===== config.mk =====
export PLATFORM = sky130hd
export DESIGN_NAME = code_entry
export DESIGN_NICKNAME = d
export VERILOG_FILES = /design/src/rtl/lock_pkg.sv /design/src/rtl/btn_debounce.sv /design/src/rtl/code_entry.sv
export SDC_FILE = /design/constraint.sdc
export NUM_CORES = 1
export LEC_CHECK = 0
export BUFFER_PORTS_ARGS = -buffer_cell sky130_fd_sc_hd__buf_2
export CAP_MARGIN = 30
export CORE_MARGIN = 4
export CORE_UTILIZATION = 35
export DETAILED_ROUTE_END_ITERATION = 12
export PLACE_DENSITY = 0.52
export SLEW_MARGIN = 0
export SYNTH_ARGS = -nofsm -noshare
export SYNTH_HDL_FRONTEND = slang
export SYNTH_SLANG_ARGS = --single-unit

===== constraint.sdc =====
create_clock -name clk -period 3.75 [get_ports clk]
set_clock_uncertainty 0.1 [all_clocks]
set_input_delay 0.75 -clock clk [delete_from_list [all_inputs] [get_ports clk]]
set_output_delay 0.75 -clock clk [all_outputs]
set_load 0.01 [all_outputs]

===== src/rtl/lock_pkg.sv =====
`default_nettype none
// ============================================================================
// Module      : lock_pkg
// Description : Constants and types shared by code_entry and the downstream
//               lock FSM: code length, digit width, power-up code and the
//               position type.
// Revision    : 1.0 - initial release
// ============================================================================
package lock_pkg;

    localparam int CODE_LEN = 3;
    localparam int DIGIT_W  = 4;

    // Digit 0 sits in the least significant nibble: code 1,2,3.
    localparam logic [CODE_LEN*DIGIT_W-1:0] DEFAULT_CODE = {4'd3, 4'd2, 4'd1};

    // Needs to hold 0..CODE_LEN inclusive; CODE_LEN means unlocked.
    typedef logic [$clog2(CODE_LEN+1)-1:0] position_t;
    typedef logic [DIGIT_W-1:0]            digit_t;

    function automatic digit_t default_digit(input int idx);
        return DEFAULT_CODE[idx*DIGIT_W +: DIGIT_W];
    endfunction

endpackage
`default_nettype wire


===== src/rtl/btn_debounce.sv =====
`default_nettype none
// ============================================================================
// Module      : btn_debounce
// Description : Two-flop synchronizer followed by a debouncer. The debounced
//               level follows the synchronized input only after
//               DEBOUNCE_CYCLES equal consecutive samples. press is a
//               registered one-cycle pulse on each rising edge of the level.
// Ports       : clk     - system clock, rising edge
//               reset   - asynchronous, active-high
//               btn_raw - raw asynchronous pushbutton
//               press   - one-cycle pulse per debounced press
// Revision    : 1.0 - initial release
// ============================================================================
module btn_debounce #(
    parameter int DEBOUNCE_CYCLES = 4
) (
    input  logic clk,
    input  logic reset,
    input  logic btn_raw,
    output logic press
);

    localparam int C_CNT_W = (DEBOUNCE_CYCLES > 1) ? $clog2(DEBOUNCE_CYCLES) : 1;
    localparam logic [C_CNT_W-1:0] C_CNT_LAST = C_CNT_W'(DEBOUNCE_CYCLES - 1);

    logic               r_sync1;
    logic               r_sync2;
    logic               r_level;
    logic               r_press;
    logic [C_CNT_W-1:0] r_cnt;

    always_ff @(posedge clk or posedge reset) begin
        if (reset) begin
            r_sync1 <= 1'b0;
            r_sync2 <= 1'b0;
            r_level <= 1'b0;
            r_press <= 1'b0;
            r_cnt   <= '0;
        end else begin
            r_sync1 <= btn_raw;
            r_sync2 <= r_sync1;
            r_press <= 1'b0;
            // r_cnt counts samples that disagree with the current level; any
            // agreeing sample restarts the run, so short glitches are dropped.
            if (r_sync2 == r_level) begin
                r_cnt <= '0;
            end else if (r_cnt == C_CNT_LAST) begin
                r_level <= r_sync2;
                r_press <= r_sync2;
                r_cnt   <= '0;
            end else begin
                r_cnt <= r_cnt + C_CNT_W'(1);
            end
        end
    end

    assign press = r_press;

endmodule
`default_nettype wire


===== src/rtl/code_entry.sv =====
`default_nettype none
// ============================================================================
// Module      : code_entry
// Description : Debounced keypad-style code entry. Each press of the enter
//               button compares digit_sw against the stored code digit,
//               tracks progress, locks out after too many wrong digits and
//               allows reprogramming the code while unlocked.
// Ports       : clk, reset     - clock / asynchronous active-high reset
//               btn_raw        - raw enter pushbutton
//               digit_sw[3:0]  - digit switches, sampled on press
//               prog_en        - reprogram request while unlocked
//               enter          - one-cycle press pulse to downstream FSM
//               correct_digit  - digit matched; valid with enter
//               position[1:0]  - digits accepted, CODE_LEN = unlocked
//               lockout        - presses ignored
//               prog_done      - one-cycle pulse when new code complete
// Revision    : 1.0 - initial release
// ============================================================================
module code_entry
    import lock_pkg::*;
#(
    parameter int DEBOUNCE_CYCLES = 4,
    parameter int LOCKOUT_CYCLES  = 16,
    parameter int MAX_ERRORS      = 3
) (
    input  logic                  clk,
    input  logic                  reset,
    input  logic                  btn_raw,
    input  logic [DIGIT_W-1:0]    digit_sw,
    input  logic                  prog_en,
    output logic                  enter,
    output logic                  correct_digit,
    output position_t             position,
    output logic                  lockout,
    output logic                  prog_done
);

    localparam int C_LOCK_W = (LOCKOUT_CYCLES > 1) ? $clog2(LOCKOUT_CYCLES) : 1;
    localparam logic [C_LOCK_W-1:0] C_LOCK_LAST = C_LOCK_W'(LOCKOUT_CYCLES - 1);
    localparam int C_ERR_W = $clog2(MAX_ERRORS + 1);
    localparam logic [C_ERR_W-1:0] C_ERR_MAX = C_ERR_W'(MAX_ERRORS);
    localparam position_t C_UNLOCKED = position_t'(CODE_LEN);
    localparam position_t C_LAST_IDX = position_t'(CODE_LEN - 1);

    logic                w_press;
    logic                w_blocked;
    logic                w_match;
    digit_t              w_exp_digit;

    digit_t              r_code [CODE_LEN];
    position_t           r_position;
    position_t           r_prog_idx;
    logic [C_ERR_W-1:0]  r_errors;
    logic [C_LOCK_W-1:0] r_lock_cnt;
    logic                r_lockout;
    logic                r_enter;
    logic                r_correct;
    logic                r_prog_done;

    btn_debounce #(
        .DEBOUNCE_CYCLES (DEBOUNCE_CYCLES)
    ) u_btn_debounce (
        .clk     (clk),
        .reset   (reset),
        .btn_raw (btn_raw),
        .press   (w_press)
    );

    always_comb begin
        w_exp_digit = r_code[0];
        for (int i = 1; i < CODE_LEN; i++) begin
            if (r_position == position_t'(i)) begin
                w_exp_digit = r_code[i];
            end
        end
    end

    assign w_match   = (digit_sw == w_exp_digit);
    // The error count reaches its limit one cycle before lockout rises;
    // presses in that gap must already be ignored.
    assign w_blocked = r_lockout || (r_errors >= C_ERR_MAX);

    always_ff @(posedge clk or posedge reset) begin
        if (reset) begin
            for (int i = 0; i < CODE_LEN; i++) begin
                r_code[i] <= default_digit(i);
            end
            r_position  <= '0;
            r_prog_idx  <= '0;
            r_errors    <= '0;
            r_lock_cnt  <= '0;
            r_lockout   <= 1'b0;
            r_enter     <= 1'b0;
            r_correct   <= 1'b0;
            r_prog_done <= 1'b0;
        end else begin
            r_enter     <= 1'b0;
            r_correct   <= 1'b0;
            r_prog_done <= 1'b0;

            // Leaving program mode abandons a partial code but keeps digits
            // already written.
            if (!prog_en) begin
                r_prog_idx <= '0;
            end

            // Lockout timer: stops at its last value and ends the lockout
            // there, so it never wraps.
            if (r_lockout) begin
                if (r_lock_cnt == C_LOCK_LAST) begin
                    r_lockout <= 1'b0;
                    r_errors  <= '0;
                end else begin
                    r_lock_cnt <= r_lock_cnt + C_LOCK_W'(1);
                end
            end else if (r_errors >= C_ERR_MAX) begin
                r_lockout  <= 1'b1;
                r_lock_cnt <= '0;
            end

            if (w_press && !w_blocked) begin
                if (r_position == C_UNLOCKED) begin
                    if (prog_en) begin
                        for (int i = 0; i < CODE_LEN; i++) begin
                            if (r_prog_idx == position_t'(i)) begin
                                r_code[i] <= digit_sw;
                            end
                        end
                        if (r_prog_idx == C_LAST_IDX) begin
                            r_prog_done <= 1'b1;
                            r_prog_idx  <= '0;
                        end else begin
                            r_prog_idx <= r_prog_idx + position_t'(1);
                        end
                    end else begin
                        // Relocking press: downstream FSM follows S3->S0.
                        r_enter    <= 1'b1;
                        r_position <= '0;
                    end
                end else begin
                    r_enter   <= 1'b1;
                    r_correct <= w_match;
                    if (w_match) begin
                        r_position <= r_position + position_t'(1);
                        if (r_position == C_LAST_IDX) begin
                            r_errors <= '0;
                        end
                    end else begin
                        r_position <= '0;
                        r_errors   <= r_errors + C_ERR_W'(1);
                    end
                end
            end
        end
    end

    assign enter         = r_enter;
    assign correct_digit = r_correct;
    assign position      = r_position;
    assign lockout       = r_lockout;
    assign prog_done     = r_prog_done;

endmodule
`default_nettype wire


==> metrics.yaml <==
die_area_mm2: 0.00551
drtAntennaViolNets: 0
yosys.area_share.simple: 0.135
hp-class: "flop to flop"
drt_iter0_drc: 33
start_util: 0.373
setup_tns_ns: 0
syn-cell-area_mm2: 0.00154
worstMarginPinSlew_ns: 0.411
ff_latch_area_um2: 806
post_cts_buffers: 0
grt_pass1_vias: 998
cp.arrival_ns: 2.29
synth_warnings: 0
root_buffer: "clkbuf_8"
synth_edf_count: 0
drt_first_pass_iters: 4
post-route-min-period_ns: 2.23
clkLatencyLatePin_ns: 0.27
end_kind: "flop"
fillerInstances: 382
grt_max_degree: 33
synth_ff_type: "dfrtp_1"
nets: 161
max_freq_mhz: 449
synth_top_cell_by_area: "dfrtp_1"
cts_max_level: 2
rsz0062_at_grt: "false"
setup.worst_path.class: "flop to flop"
slew_violations: 0
diodes: 0
worstPathMaxFanout: 4
fp.dieH_um: 74.3
rows: 23
antenna_found_initial: 0
viasPerCell: 5.05
multiInputGateArea_um2: 674
grt_pass1_wl_um: 4620
io_pins: 14
die_x_um: 74.3
synthMuxAreaShare: 0.134
placement.io_buffers: 13
seq_area_frac_synth: 0.524
via_count: 1000
status: "completed"
postRouteWirelength_um: 2610
cts_resized: 0
synth_top_family_by_area: "simple AND/OR/NAND/NOR gates"
instances_no_fill: 198
clock_path_buffers: 2
dpl.cell_count: 190
drc: 0
synth_nets: 142
synth_compound_area_frac: 0.0985
cts_tree: "done"
area_growth_syn_to_layout_pct: 13.4
cts-buffers-inserted: 5
layout-drive-gt1-share: 0.176
dp_hpwl_um: 2010
cts_sinks: 32
syn-instance-count: 128
synth-xor-area-share: 0.0228
place_congestion: 0.759
drv_cap: 0
relSlewSlack: 0.724
synthAdderAreaFrac: 0.0489
setup_violations: 0
ys_ff_latch: 32
core-area_mm2: 0.00412
power.leakage_uw: 0.000821
clkTransAtPathRegs_ns: 0.06
syn_area_per_cell_um2: 12.0
overflow: 0
wl_per_cell_um: 13.2
grt.total_usage: 0.113
postCtsHoldBufs: 0
netlist.area_leader.share: 0.456
ys_top_cells_by_area: "dfrtp_1 46%, mux2_1 8.8%, dfstp_2 6.8%, ha_1 4.9%, mux2i_1 4.6%"
crit_required_ns: 3.82
min_period_over_period: 0.594
ir_drop_uv: 321
ys_types: 34
p_per_area_mw_per_mm2: 556
finalHoldViolCount: 0
async_reset_ff_frac: 1.00
critPathLaunchType: "flop"
[power breakdown]
| group | leakage [µW] | switching, µW | internal, µW |
|---|---|---|---|
| Sequential | 0.000407 | 55.1 | 408 |
| Clock | 0.0000455 | 112 | 149 |
| Combinational | 0.000368 | 139 | 106 |
| Total | 0.000821 | 306 | 663 |
[per-stage QoR]
stage	total power (µW)	setup slack, ns	util	hold slack (ns)	cell area [µm²]
finish	969	1.52	0.424	0.255	1740
global route	1050	1.30	0.424	0.264	1740
floorplan	651	1.74	-	0.231	1540
global placement	708	1.57	0.402	0.240	1650
detailed placement	720	1.51	0.402	0.252	1650
CTS	986	1.49	0.424	0.256	1740
[Yosys cell counts, drive strengths merged (2+ instances only)]
| cell type | number |
|---|---|
| o21ai | 4 |
| a311o | 2 |
| nor2 | 7 |
| a211oi | 3 |
| nor3b | 2 |
| dfstp | 4 |
| nand3 | 3 |
| o31ai | 3 |
| mux2 | 12 |
| dfrtp | 28 |
| inv | 10 |
| xnor2 | 3 |
| nor2b | 7 |
| ha | 6 |
| nand4 | 2 |
| mux2i | 7 |
| nand2b | 2 |
| nand2 | 7 |
| o211a | 2 |
| and2 | 2 |
[layout make-up]
type / instances / area share
Sequential cell: 32 / 0.462
Multi-Input combinational cell: 84 / 0.387
Clock buffer: 8 / 0.0517
Timing Repair Buffer: 14 / 0.0416
Tap cell: 50 / 0.0359
Inverter: 10 / 0.0215
[per-layer routing]
layer  GRT usage  vias to the layer above  part of all wire
met3      0.0459                        4             0.055
met5           0                        -                 0
met4      0.0356                        0             0.011
li1            -                      489                 -
met2       0.174                       21              0.48
met1       0.145                      486              0.45
[kinds of logic after synthesis]
logic type / after synthesis
muxes: 19
buffers and inverters: 12
and+or+nand+nor: 35
xor gates and xnor gates: 4
DFF: 32
adders and majority gates: 6
AOI/OAI and AO/OA: 20
[layout by cell type, fill, tap and decap left out, types with 2 or more instances in the layout]
| master | synthesis | final |
|---|---|---|
| clkbuf_8 | 0 | 6 |
| a311o_1 | 2 | 2 |
| nand2_1 | 7 | 7 |
| nand2b_1 | 2 | 2 |
| mux2i_1 | 7 | 7 |
| dfrtp_1 | 28 | 28 |
| mux2_1 | 12 | 12 |
| xnor2_1 | 3 | 3 |
| nand3_1 | 3 | 3 |
| o31ai_1 | 3 | 3 |
| dfstp_2 | 4 | 4 |
| nand4_1 | 2 | 2 |
| and2_1 | 2 | 2 |
| inv_1 | 10 | 10 |
| clkbuf_1 | 0 | 2 |
| o211a_1 | 2 | 2 |
| nor2_1 | 7 | 7 |
| nor2b_1 | 7 | 7 |
| o21ai_0 | 3 | 3 |
| buf_2 | 0 | 13 |
| a211oi_1 | 3 | 3 |
| ha_1 | 6 | 6 |
[state kept, by name, indices dropped and copies added, names as in the netlist, 2 cells and up]
register,cells
r_code,12
r_errors,2
r_lock_cnt,4
r_prog_idx,2
position,2
u_btn_debounce.r_cnt,2
[critical path: stages (launching register included)]
cell and delay [ns]:
dfrtp_1 0.41, inv_1 0.09, ha_1 0.32, mux2i_1 0.27, a211oi_1 0.13, nor4_4 0.37, nand3_1 0.18, o32ai_1 0.27
[path summary, 6_finish.rpt]
kind | startpoint | endpoint | slack [ns] | cells after the start
min in group asynchronous | reset | r_code[9] | 0.44 | 3
max | position[1] | position[1] | 1.52 | 7
max in group asynchronous | reset | r_code[8] | 2.79 | 3
min | u_btn_debounce.r_sync1 | u_btn_debounce.r_sync2 | 0.26 | 0
min reg2reg | u_btn_debounce.r_sync1 | u_btn_debounce.r_sync2 | 0.26 | 0
max reg2reg | position[1] | position[1] | 1.52 | 7
(Power assumes the default switching activity.)
